File: src/rtl/riscv_pkg.sv
// riscv_pkg: shared widths, fetch FSM states and the IF/ID payload layout.
package riscv_pkg;
   localparam int XLEN = 32;
   localparam int ILEN = 32;
   localparam logic [ILEN-1:0] NOP_INSTR = 32'h0000_0013;
   typedef enum logic [1:0] {BOOT, RUN, FAULT} fetch_state_t;
   typedef struct packed {
      logic [XLEN-1:0] pc;
      logic [ILEN-1:0] instr;
      logic [XLEN-1:0] pc_plus4;
   } if_id_t;
endpackage

File: src/rtl/if_id_reg.sv
// if_id_reg: valid/ready pipeline register with flush; payload holds when empty or stalled.
module if_id_reg import riscv_pkg::*; #(
   parameter logic [ILEN-1:0] RST_INSTR = riscv_pkg::NOP_INSTR
) (
   input  logic   clk,
   input  logic   reset_n,
   input  logic   flush,
   input  logic   in_valid,
   output logic   in_ready,
   input  if_id_t in_data,
   output logic   out_valid,
   input  logic   out_ready,
   output if_id_t out_data
);
   assign in_ready = !out_valid || out_ready;
   always_ff @(posedge clk or negedge reset_n) begin
      if (!reset_n) begin
         out_valid <= 1'b0;
         out_data  <= '{pc: '0, instr: RST_INSTR, pc_plus4: '0};
      end else if (flush) begin
         out_valid <= 1'b0;
      end else if (in_ready) begin
         out_valid <= in_valid;
         if (in_valid) out_data <= in_data;
      end
   end
endmodule

File: src/rtl/instr_fetch_unit.sv
// instr_fetch_unit: owns the PC, fetches from instruction memory and feeds decode through IF/ID.
module instr_fetch_unit import riscv_pkg::*; #(
   parameter logic [31:0] RESET_PC   = 32'h0000_0000,
   parameter int unsigned IMEM_BYTES = 32,
   parameter logic [31:0] NOP_INSTR  = riscv_pkg::NOP_INSTR
) (
   input  logic        clk,
   input  logic        reset_n,
   output logic [31:0] imem_pc,
   input  logic [31:0] imem_instr,
   input  logic        redirect_valid,
   input  logic [31:0] redirect_pc,
   output logic        id_valid,
   input  logic        id_ready,
   output logic [31:0] id_pc,
   output logic [31:0] id_instr,
   output logic [31:0] id_pc_plus4,
   output logic        fetch_fault
);
   localparam logic [31:0] LAST_PC = 32'(IMEM_BYTES - 4);
   fetch_state_t state_q, state_d;
   logic [31:0] pc_q, pc_d;
   logic misaligned, out_of_range, accept, push, flush;
   if_id_t id_q;
   assign misaligned   = redirect_valid && (redirect_pc[1:0] != 2'b00);
   // range check precedes the increment so a wrapped PC is never captured
   assign out_of_range = pc_q > LAST_PC;
   always_ff @(posedge clk or negedge reset_n) begin
      if (!reset_n) begin
         state_q <= BOOT;
         pc_q    <= RESET_PC;
      end else begin
         state_q <= state_d;
         pc_q    <= pc_d;
      end
   end
   always_comb begin
      state_d = state_q;
      pc_d    = pc_q;
      push    = 1'b0;
      flush   = 1'b0;
      if (state_q != FAULT) begin
         state_d = RUN;
         if (misaligned) begin
            state_d = FAULT;
            flush   = 1'b1;
         end else if (redirect_valid) begin
            pc_d  = redirect_pc;
            flush = 1'b1;
         end else if (state_q == RUN && accept) begin
            if (out_of_range) begin
               state_d = FAULT;
               flush   = 1'b1;
            end else begin
               push = 1'b1;
               pc_d = pc_q + 32'd4;
            end
         end
      end
   end
   if_id_reg #(.RST_INSTR(NOP_INSTR)) u_if_id (
      .clk       (clk),
      .reset_n   (reset_n),
      .flush     (flush),
      .in_valid  (push),
      .in_ready  (accept),
      .in_data   ('{pc: pc_q, instr: imem_instr, pc_plus4: pc_q + 32'd4}),
      .out_valid (id_valid),
      .out_ready (id_ready),
      .out_data  (id_q)
   );
   assign imem_pc     = pc_q;
   assign id_pc       = id_q.pc;
   assign id_instr    = id_q.instr;
   assign id_pc_plus4 = id_q.pc_plus4;
   assign fetch_fault = state_q == FAULT;
endmodule
File: config.mk
export PLATFORM = sky130hd
export DESIGN_NAME = instr_fetch_unit
export DESIGN_NICKNAME = d
export VERILOG_FILES = /design/src/rtl/riscv_pkg.sv /design/src/rtl/if_id_reg.sv /design/src/rtl/instr_fetch_unit.sv
export SDC_FILE = /design/constraint.sdc
export NUM_CORES = 1
export LEC_CHECK = 0
export ABC_CLOCK_PERIOD_IN_PS = 3100
export CORE_ASPECT_RATIO = 0.7
export CORE_UTILIZATION = 46
export CTS_CLUSTER_SIZE = 28
export DETAILED_ROUTE_END_ITERATION = 7
export PLACE_DENSITY = 0.78
export SETUP_SLACK_MARGIN = 0.5
export SLEW_MARGIN = 15
export SYNTH_ARGS = -nofsm -noshare
export SYNTH_HDL_FRONTEND = slang
export SYNTH_HIERARCHICAL = 1
export SYNTH_SLANG_ARGS = --single-unit
File: constraint.sdc
create_clock -name clk -period 3.1 [get_ports clk]
set_clock_uncertainty 0.2 [all_clocks]
set_input_delay 0.775 -clock clk [delete_from_list [all_inputs] [get_ports clk]]
set_output_delay 0.775 -clock clk [all_outputs]
set_load 0.005 [all_outputs]
## Word-level counts from Yosys, hierarchy flattened

Cells that the tools add are included.

| word-level totals | value |
|---|---|
| output and inout port bits | 130 |
| flip-flop bits (word level) | 131 |
| input bits | 68 |

| cells by class | value |
|---|---|
| reductions and logical operators | 9 |
| multiplexer cells | 19 |
| equality and inequality tests | 4 |
| add/subtract/negate cells | 1 |
| magnitude comparators | 1 |
| bitwise logic cells | 2 |

Operator list:

| kind | count |
|---|---|
| two-way mux 32 bit | 3 |
| adder 32 x 3 -> 32 bit (second input constant) | 1 |
| greater-than comparator 32 x 5 -> 1 bit (second input constant) | 1 |
| two-way mux 1 bit | 12 |
| two-way mux 2 bit | 4 |
| nonzero test 2 bit | 3 |
| != test 2 bit (second input constant) | 2 |
| AND reduction 4 bit | 1 |
| AND reduction 3 bit | 1 |
| equality test 2 x 1 -> 1 bit (second input constant) | 1 |
| equality test 2 bit (second input constant) | 1 |
| logical AND 1 bit | 2 |
| inverter 1 bit | 2 |
| logical NOT 1 bit | 1 |
| logical OR 1 bit | 1 |

## Depth between registers and ports, before layout

Gate-level depths: netlist (run 1).

| logic depth | value |
|---|---|
| depth after elaboration | 9 |
| mapped depth | 9 |
| depth with buffers taken out | 7 |

## Cells and area by module

Netlist (run 1), hierarchy kept.

Modules (own cells, without submodules):

| module | cells each | instances | area each (µm²) |
|---|---|---|---|
| if_id_reg | 208 | 1 | 3628.5 |
| instr_fetch_unit | 276 | 1 | 2278.4 |

## Worst setup path after synthesis (run 1)

No wires, ideal clock.

| path | value |
|---|---|
| path type | input to register |
| start point | input redirect_valid |
| end point | register u_if_id/out_data[72] (netlist name) |
| arrival time | 2.327 ns |
| setup slack | 0.445 ns |
| path buffers | 4 |
| library setup time | 0.128 ns |
| cell stages on the path | 8 |
| cell sequence | buf_2 > inv_1 > clkbuf_1 > o22ai_1 > nor3b_4 > buf_4 > buf_6 > mux2_1 |

| between the ends | value |
|---|---|
| cells in the longest elaborated chain, start to end | 5 |
| elaborated cells on any way between the ends | 9 |

RTL lines:

| what | line | RTL |
|---|---|---|
| start, declared | instr_fetch_unit.sv:11 | `input logic redirect_valid,` |
| two-way mux 1 bit or logical AND 1 bit (tied branches) | instr_fetch_unit.sv:47, instr_fetch_unit.sv:25 |  |
| two-way mux 1 bit (*) | instr_fetch_unit.sv:44 | `if (misaligned) begin` |
| two-way mux 1 bit (*) | instr_fetch_unit.sv:42 | `if (state_q != FAULT) begin` |
| net flush | instr_fetch_unit.sv:23 | `logic misaligned, out_of_range, accept, push, flush;` |
| inverter 1 bit (no source line) (*) | -- |  |
| AND reduction 3 bit (no source line) (*) | -- |  |
| end signal, assigned | if_id_reg.sv:19 | `out_data <= '{pc: '0, instr: RST_INSTR, pc_plus4: '0};` |
| end signal, assigned | if_id_reg.sv:24 | `if (in_valid) out_data <= in_data;` |
| end, declared | if_id_reg.sv:13 | `output if_id_t out_data` |

Mark *: on every way through the listed nets, which the timed path passes. The rest lies on a longest branch.
A chain may end at the register's enable or synchronous reset.

## Worst setup path after layout (run 1)

| path | value |
|---|---|
| start point | register pc_q[24], in the netlist imem_pc[24] |
| end point | register u_if_id/out_data[39] (netlist name) |

| between the ends | value |
|---|---|
| elaborated cells on any way between the ends | 13 |

RTL lines:

| what | line | RTL |
|---|---|---|
| start, declared | instr_fetch_unit.sv:22 | `logic [31:0] pc_q, pc_d;` |
| start signal, assigned | instr_fetch_unit.sv:34 | `pc_q <= pc_d;` |
| greater-than comparator 32 x 5 -> 1 bit | instr_fetch_unit.sv:27 | `assign out_of_range = pc_q > LAST_PC;` |
| two-way mux 1 bit | instr_fetch_unit.sv:51 | `if (out_of_range) begin` |
| two-way mux 1 bit | instr_fetch_unit.sv:50 | `end else if (state_q == RUN && accept) begin` |
| two-way mux 1 bit | instr_fetch_unit.sv:47 | `end else if (redirect_valid) begin` |
| two-way mux 1 bit | instr_fetch_unit.sv:44 |  |
| two-way mux 1 bit | instr_fetch_unit.sv:42 |  |
| net push | instr_fetch_unit.sv:23 |  |
| AND reduction 3 bit (no source line) | -- |  |

The timed path passes the listed nets, and every way through them passes these cells.

==> results.json, run 1 <==
{
  "antenna_left": 0,
  "grt.total_usage_pct": 27.3,
  "viasPerCell": 5.49,
  "drt-total-wl_um": 18400,
  "io_pins": 198,
  "hold_viol_final": 0,
  "hpwl_um": 11000,
  "h-tree-depth": 4,
  "gp_congestion": 0.811,
  "grt_pass1_vias": 5097,
  "drive_above_1_share_pct": 29.7,
  "cp_top_family": "simple AND/OR/NAND/NOR gates",
  "synthArstFlopShare_pct": 100,
  "insertedDiodeCount": 0,
  "wl_per_cell_um": 20.0,
  "clk-insertion-delay-late_ns": 0.41,
  "synth_edf_count": 0,
  "synth_cells": 484,
  "rsz0062_at_grt": "yes",
  "cts_buffers": 17,
  "crit_required_ns": 3.18,
  "fin_ws_ns": 0.402,
  "seq_area_sq_um": 3290,
  "core-area_sq_um": 12500,
  "period_minus_slack_ns": 2.70,
  "drv_slew": 0,
  "path_cells": "nor4_4 -> buf_4 -> o2111a_1 -> nand2_2 -> nor2_4 -> nor3b_4 -> buf_6 -> buf_6 -> buf_4 -> buf_16 -> mux2_2",
  "cp.arrival_ns": 2.78,
  "crit_type": "flop to flop",
  "grt.overflow.total": 0,
  "die_height_um": 96.8,
  "yosys_warnings": 6,
  "io_buffers": 197,
  "yosysUniqueCellTypes": 53,
  "drcViolationCount": 0,
  "start_kind": "flop",
  "outcome": "completed",
  "grt_first_pass_wirelength_um": 27600,
  "num_vias": 5064,
  "hp-class": "input port to asynchronous set/reset pin",
  "cpPeakStageDelay_ns": 0.42,
  "crit_fanout": 12,
  "p_total_uw": 5720,
  "root_buffer": "clkbuf_16",
  "clock_sinks": 131,
  "critPathSlowestCell": "dfrtp_2",
  "syn_to_final_growth_pct": 63.4,
  "setup_viol": 0,
  "clock_path_buffers": 2,
  "leakagePower_uw": 0.00430,
  "preCtsSetupSlack_ns": -0.00954,
  "end_kind": "flop",
  "fin_crit_sh_pct": 87.0,
  "ir_drop_mv": 0.415,
  "nNetsFinal": 816,
  "clock.fmax_ghz": 0.371,
  "final_cells": 922,
  "cts_tree": "done",
  "worstMarginPinSlew_ns": 0.569,
  "ys_ff_latch": 131,
  "netlist_area_sq_um": 5910,
  "clkSlewWorstSetupHoldPaths_ns": 0.06,
  "seq_area_frac_synth_pct": 55.6,
  "drt_pass1_iterations": 5,
  "synth_ff_type": "dfrtp_1",
  "critical_path_buf_inv_count": 5,
  "grt_start_max_net_pins": 56,
  "cts_hold_buffers": 0,
  "multi_input_area_sq_um": 2750,
  "slew_headroom_pct": 61.9,
  "drtIter0Drc": 456,
  "antenna_found_initial": 0,
  "die_area_sq_um": 13300,
  "fillers": 755,
  "rows": 34,
  "place_inst": 851,
  "avgSynthCellArea_sq_um": 12.2,
  "power_density_nw_per_um2": 593,
  "start_util_pct": 47.4,
  "synthesis.nets": 553,
  "max-cap-violations": 0,
  "die_w_um": 137
}
[cell usage in the layout (no fill, tap or decap), types with 12 or more instances in the layout]
cell type        instances
clkbuf_16               20
mux2_2                  40
dfrtp_1                124
buf_4                   58
nand2_1                 55
o21ai_0                 12
mux2_4                  43
nor2_1                  23
mux2_1                  14
xnor2_1                 23
clkdlybuf4s50_1        194
nand3_1                 20
[sequential cells by signal (all words and copies together) (netlist names)]
signal / count
state_q: 2
u_if_id/out_data: 96
imem_pc: 32
u_if_id/out_valid: 1
[synthesized netlist by cell type, types with 2 or more instances]
library cell,n,area [sq um]
a31o_2,4,35.0
a31oi_1,8,50.1
and2_1,4,25.0
and3_1,3,18.8
and4_1,2,17.5
buf_2,14,70.1
buf_6,5,56.3
clkbuf_1,9,33.8
dfrtp_1,128,3200
dfstp_2,3,78.8
inv_1,7,26.3
mux2_1,40,450
mux2_2,57,642
mux2i_1,2,20.0
nand2_1,55,206
nand3_1,20,100
nand4_1,11,68.8
nor2_1,25,93.8
nor3_1,8,40.0
nor4_1,4,25.0
nor4_2,2,25.0
o21ai_0,12,60.1
o22ai_1,4,25.0
o311ai_1,2,17.5
xnor2_1,23,201
xor2_1,5,43.8
[final timing paths]
check	to	cells after the start	from	slack (ns)
setup / recovery	u_if_id/out_data[39]	11	imem_pc[24]	0.40
setup reg to reg	u_if_id/out_data[39]	11	imem_pc[24]	0.40
min in group clk	u_if_id/out_data[68]	1	u_if_id/out_data[68]	0.28
hold / removal	u_if_id/out_data[76]	1	reset_n	0.13
max in group asynchronous	u_if_id/out_data[32]	2	reset_n	1.78
hold reg to reg	u_if_id/out_data[68]	1	u_if_id/out_data[68]	0.28
[where the power goes]
part           switching (uW)  internal (uW)
Clock                     725           1140
Combinational             837            889
Sequential                244           1890
[area by class of cell]
cell class                      instances  share of cell area (%)
Sequential cell                       131                    34.1
Inverter                                7                   0.272
Clock buffer                           22                    4.81
Tap cell                              162                    2.10
Clock inverter                         10                   0.869
Multi-Input combinational cell        317                    28.5
Timing Repair Buffer                  273                    29.4
[per-stage QoR]
stage	setup TNS, ns	util, %	hold slack [ns]	cell area [sq um]
floorplan	0	-	0.279	5910
global route	0	77.4	0.161	9650
global placement	0	66.0	0.266	8230
detailed placement	-0.101	66.0	0.274	8230
CTS	0	74.7	0.150	9310
finish	0	77.4	0.130	9650
[kinds of logic after synthesis]
group | Yosys count | share of synthesized area (%)
AO/OA/AOI/OAI | 43 | 5.06
XOR/XNOR | 28 | 4.15
buffers and inverters | 36 | 3.28
adder cells (fa/ha/maj) | 1 | 0.212
multiplexers | 99 | 18.8
AND/OR/NAND/NOR | 146 | 12.9
flip-flops | 131 | 55.6
[layer usage]
metal  vias up  GRT usage [%]  share of wire, %  routed length, um
met1      2561           39.5                46               8400
met3        23           7.18               8.1               1490
met2       236           40.0                45               8290
li1       2244              -                 -                  -
met4         0           8.11               1.4                262
met5         -              0                 0                  0
[what timing repair did]
item	CTS	global route
setup endpoints to repair	97	100
resized for setup	32	53
gates cloned	8	3
buffers inserted	23	5
pin swaps	5	7
No activity file was read; power rests on OpenSTA's default activity.
==> run 2: changes to the inputs <==
--- a/config.mk
+++ b/config.mk
@@ -8,6 +8,7 @@
 export ABC_CLOCK_PERIOD_IN_PS = 3100
 export CORE_ASPECT_RATIO = 0.7
 export CORE_UTILIZATION = 46
+export CTS_CLUSTER_DIAMETER = 30
 export CTS_CLUSTER_SIZE = 28
 export DETAILED_ROUTE_END_ITERATION = 7
 export PLACE_DENSITY = 0.78
==> results of run 2 <==
Final layout, timing and power as in run 1 (identical DEF).
==> run 3: changes to the inputs <==
--- a/config.mk
+++ b/config.mk
@@ -7,12 +7,14 @@
 export LEC_CHECK = 0
 export ABC_CLOCK_PERIOD_IN_PS = 3100
 export CORE_ASPECT_RATIO = 0.7
-export CORE_UTILIZATION = 46
+export CORE_UTILIZATION = 47
+export CTS_BUF_LIST = sky130_fd_sc_hd__clkbuf_2
 export CTS_CLUSTER_DIAMETER = 30
 export CTS_CLUSTER_SIZE = 28
 export DETAILED_ROUTE_END_ITERATION = 7
-export PLACE_DENSITY = 0.78
+export PLACE_DENSITY = 0.79
 export SETUP_SLACK_MARGIN = 0.5
+export SKIP_LAST_GASP = 1
 export SLEW_MARGIN = 15
 export SYNTH_ARGS = -nofsm -noshare
 export SYNTH_HDL_FRONTEND = slang
==> run 3 against run 2 <==
  * The run now ends with design-rule violations left
  * Largest power group is now combinational logic
  * Die area fell by 2.1%
  * Non-clock buffer count grew 80
  * Critical path type unchanged
  * First-iteration DRC count increased by 31%
  * Combinational power up 29%
  * Fmax decreased by 5.6%
  * Highest routed layer unchanged
  * Largest cell class is now non-clock buffers
  * Critical path depth down 1
  * Sequential share of layout area fell by 1.8 points
  * Worst setup slack worse by 0.16 ns
  * Hold slack improved by 0.18 ns
==> results.json, run 3 (synthesis gave the netlist of run 1 again) <==
{
  "crit_type": "flop to flop",
  "hpwl_um": 11300,
  "drv_slew": 0,
  "fin_crit_sh_pct": 92.2,
  "netSwitchingPower_uw": 1920,
  "power_frac_clock_pct": 20.5,
  "viasPerCell": 5.59,
  "start_kind": "flop",
  "crit_fanout": 7,
  "hold_viol_final": 0,
  "period_minus_slack_ns": 2.86,
  "fin_setup_tns_ns": 0,
  "setup_viol": 0,
  "p_total_uw": 5390,
  "cts_buffers": 17,
  "gp_congestion": 0.860,
  "drt_pass1_iterations": 8,
  "rsz0062_at_grt": "yes",
  "holdWs_ns": 0.310,
  "final_cell_mix": "dfrtp_1 (122), buf_4 (114), mux2_4 (70)",
  "crit_required_ns": 3.48,
  "antenna_found_initial": 0,
  "fillers": 621,
  "syn_to_final_growth_pct": 72.8,
  "drcViolationCount": 2,
  "clk-insertion-delay-late_ns": 0.68,
  "pwr-share-comb_pct": 41.4,
  "insertedDiodeCount": 0,
  "power_density_nw_per_um2": 528,
  "clock_sinks": 131,
  "root_buffer": "clkbuf_2",
  "worstMarginPinSlew_ns": 0.828,
  "cp.arrival_ns": 3.24,
  "preCtsSetupSlack_ns": 0.00401,
  "nNetsFinal": 896,
  "hp-class": "flop to flop",
  "die_area_sq_um": 13000,
  "final_area_sq_um": 10200,
  "fin_ws_ns": 0.243,
  "swShare_pct": 35.6,
  "failed_checks": "design-rule violations",
  "h-tree-depth": 4,
  "io_buffers": 197,
  "grt_start_max_net_pins": 66,
  "clock_path_buffers": 2,
  "ir_drop_mv": 0.349,
  "grt.overflow.total": 0,
  "pwr-share-seq_pct": 38.1,
  "wl_per_cell_um": 21.3,
  "path_cells": "buf_4 -> nor4_2 -> nand4_1 -> nor2_4 -> o22ai_4 -> nor3b_4 -> buf_6 -> buf_12 -> clkbuf_16 -> mux2_4",
  "rows": 33,
  "regMostFlops": "u_if_id/out_data",
  "die_height_um": 95.8,
  "die_w_um": 136,
  "drt-total-wl_um": 21200,
  "largest_register_ffs": 96,
  "leakagePower_uw": 0.00595,
  "slew_headroom_pct": 44.6,
  "placed_cell_area_sq_um": 8280,
  "io_pins": 198,
  "end_kind": "flop",
  "grt_first_pass_wirelength_um": 29300,
  "num_vias": 5578,
  "core-area_sq_um": 12000,
  "critPathSlowestCell": "dfrtp_1",
  "cpPeakStageDelay_ns": 0.44,
  "layout_commonest_cell": "dfrtp_1",
  "start_util_pct": 49.3,
  "clkSlewWorstSetupHoldPaths_ns": 0.19,
  "cts_tree": "done",
  "drive_above_1_share_pct": 37.7,
  "outcome": "finished, violations left",
  "max-cap-violations": 0,
  "antenna_left": 0,
  "clock.fmax_ghz": 0.350,
  "grt.total_usage_pct": 30.0,
  "drtIter0Drc": 596,
  "p_int_uw": 3470,
  "grt_pass1_vias": 5424
}
run 3: power by group through the flow:
stage	Combinational (uW)	Clock [uW]	Sequential (uW)
final	2230	1100	2050
after global routing	2380	1200	2070
after CTS	2010	1110	2030
after detailed placement	1600	0	2070
after global placement	1560	0	2060
after floorplan	596	0	2170
run 3: per-layer routing:
| layer | vias to the layer above | track usage [%] | routed length, um |
|---|---|---|---|
| li1 | 2405 | - | - |
| met1 | 2798 | 39.4 | 8710 |
| met2 | 321 | 47.5 | 9990 |
| met3 | 54 | 9.27 | 2080 |
| met4 | 0 | 10.2 | 417 |
| met5 | - | 0 | 0 |
run 3: path summary, 6_finish.rpt:
kind                                            from              endpoint  slack [ns]  cells after the start
worst max-delay path                     imem_pc[12]  u_if_id/out_data[76]        0.24                     10
worst min-delay path            u_if_id/out_data[54]  u_if_id/out_data[54]        0.31                      1
worst max register to register           imem_pc[12]  u_if_id/out_data[76]        0.24                     10
worst min register to register  u_if_id/out_data[54]  u_if_id/out_data[54]        0.31                      1
max in group asynchronous                    reset_n           imem_pc[15]        1.57                      3
min in group asynchronous                    reset_n  u_if_id/out_data[14]        0.41                      2
run 3: stage by stage:
step / std cells / utilization, %
floorplan: 484 / -
global placement: 852 / 69.2
detailed placement: 852 / 69.2
CTS: 949 / 77.4
global route: 997 / 85.2
finish: 997 / 85.2
run 3: what timing repair did:
item                                   CTS  global route
endpoints found under the hold margin   59             0
setup buffers                           58            44
cloned                                   6             4
setup endpoints to repair              165           164
hold buffers                             1             0
pin swaps                                5             6
gates resized for setup                118           148
run 3: layout make-up:
type | instances | area, sq um | area share [%]
clock buffer | 18 | 90.1 | 0.883
clock inverter | 14 | 163 | 1.59
inverter | 7 | 28.8 | 0.282
multi-input combinational | 317 | 2830 | 27.7
sequential | 131 | 3290 | 32.2
tap | 157 | 196 | 1.92
timing repair buffer | 353 | 3610 | 35.4
run 3: worst max-delay path, delay by kind of cell, from the launching register on:
family / cells / cell delay, ns
and+or+nand+nor: 4 / 1.06
AOI/OAI and AO/OA: 1 / 0.11
DFF: 1 / 0.44
muxes: 1 / 0.31
buffers and inverters: 4 / 0.66
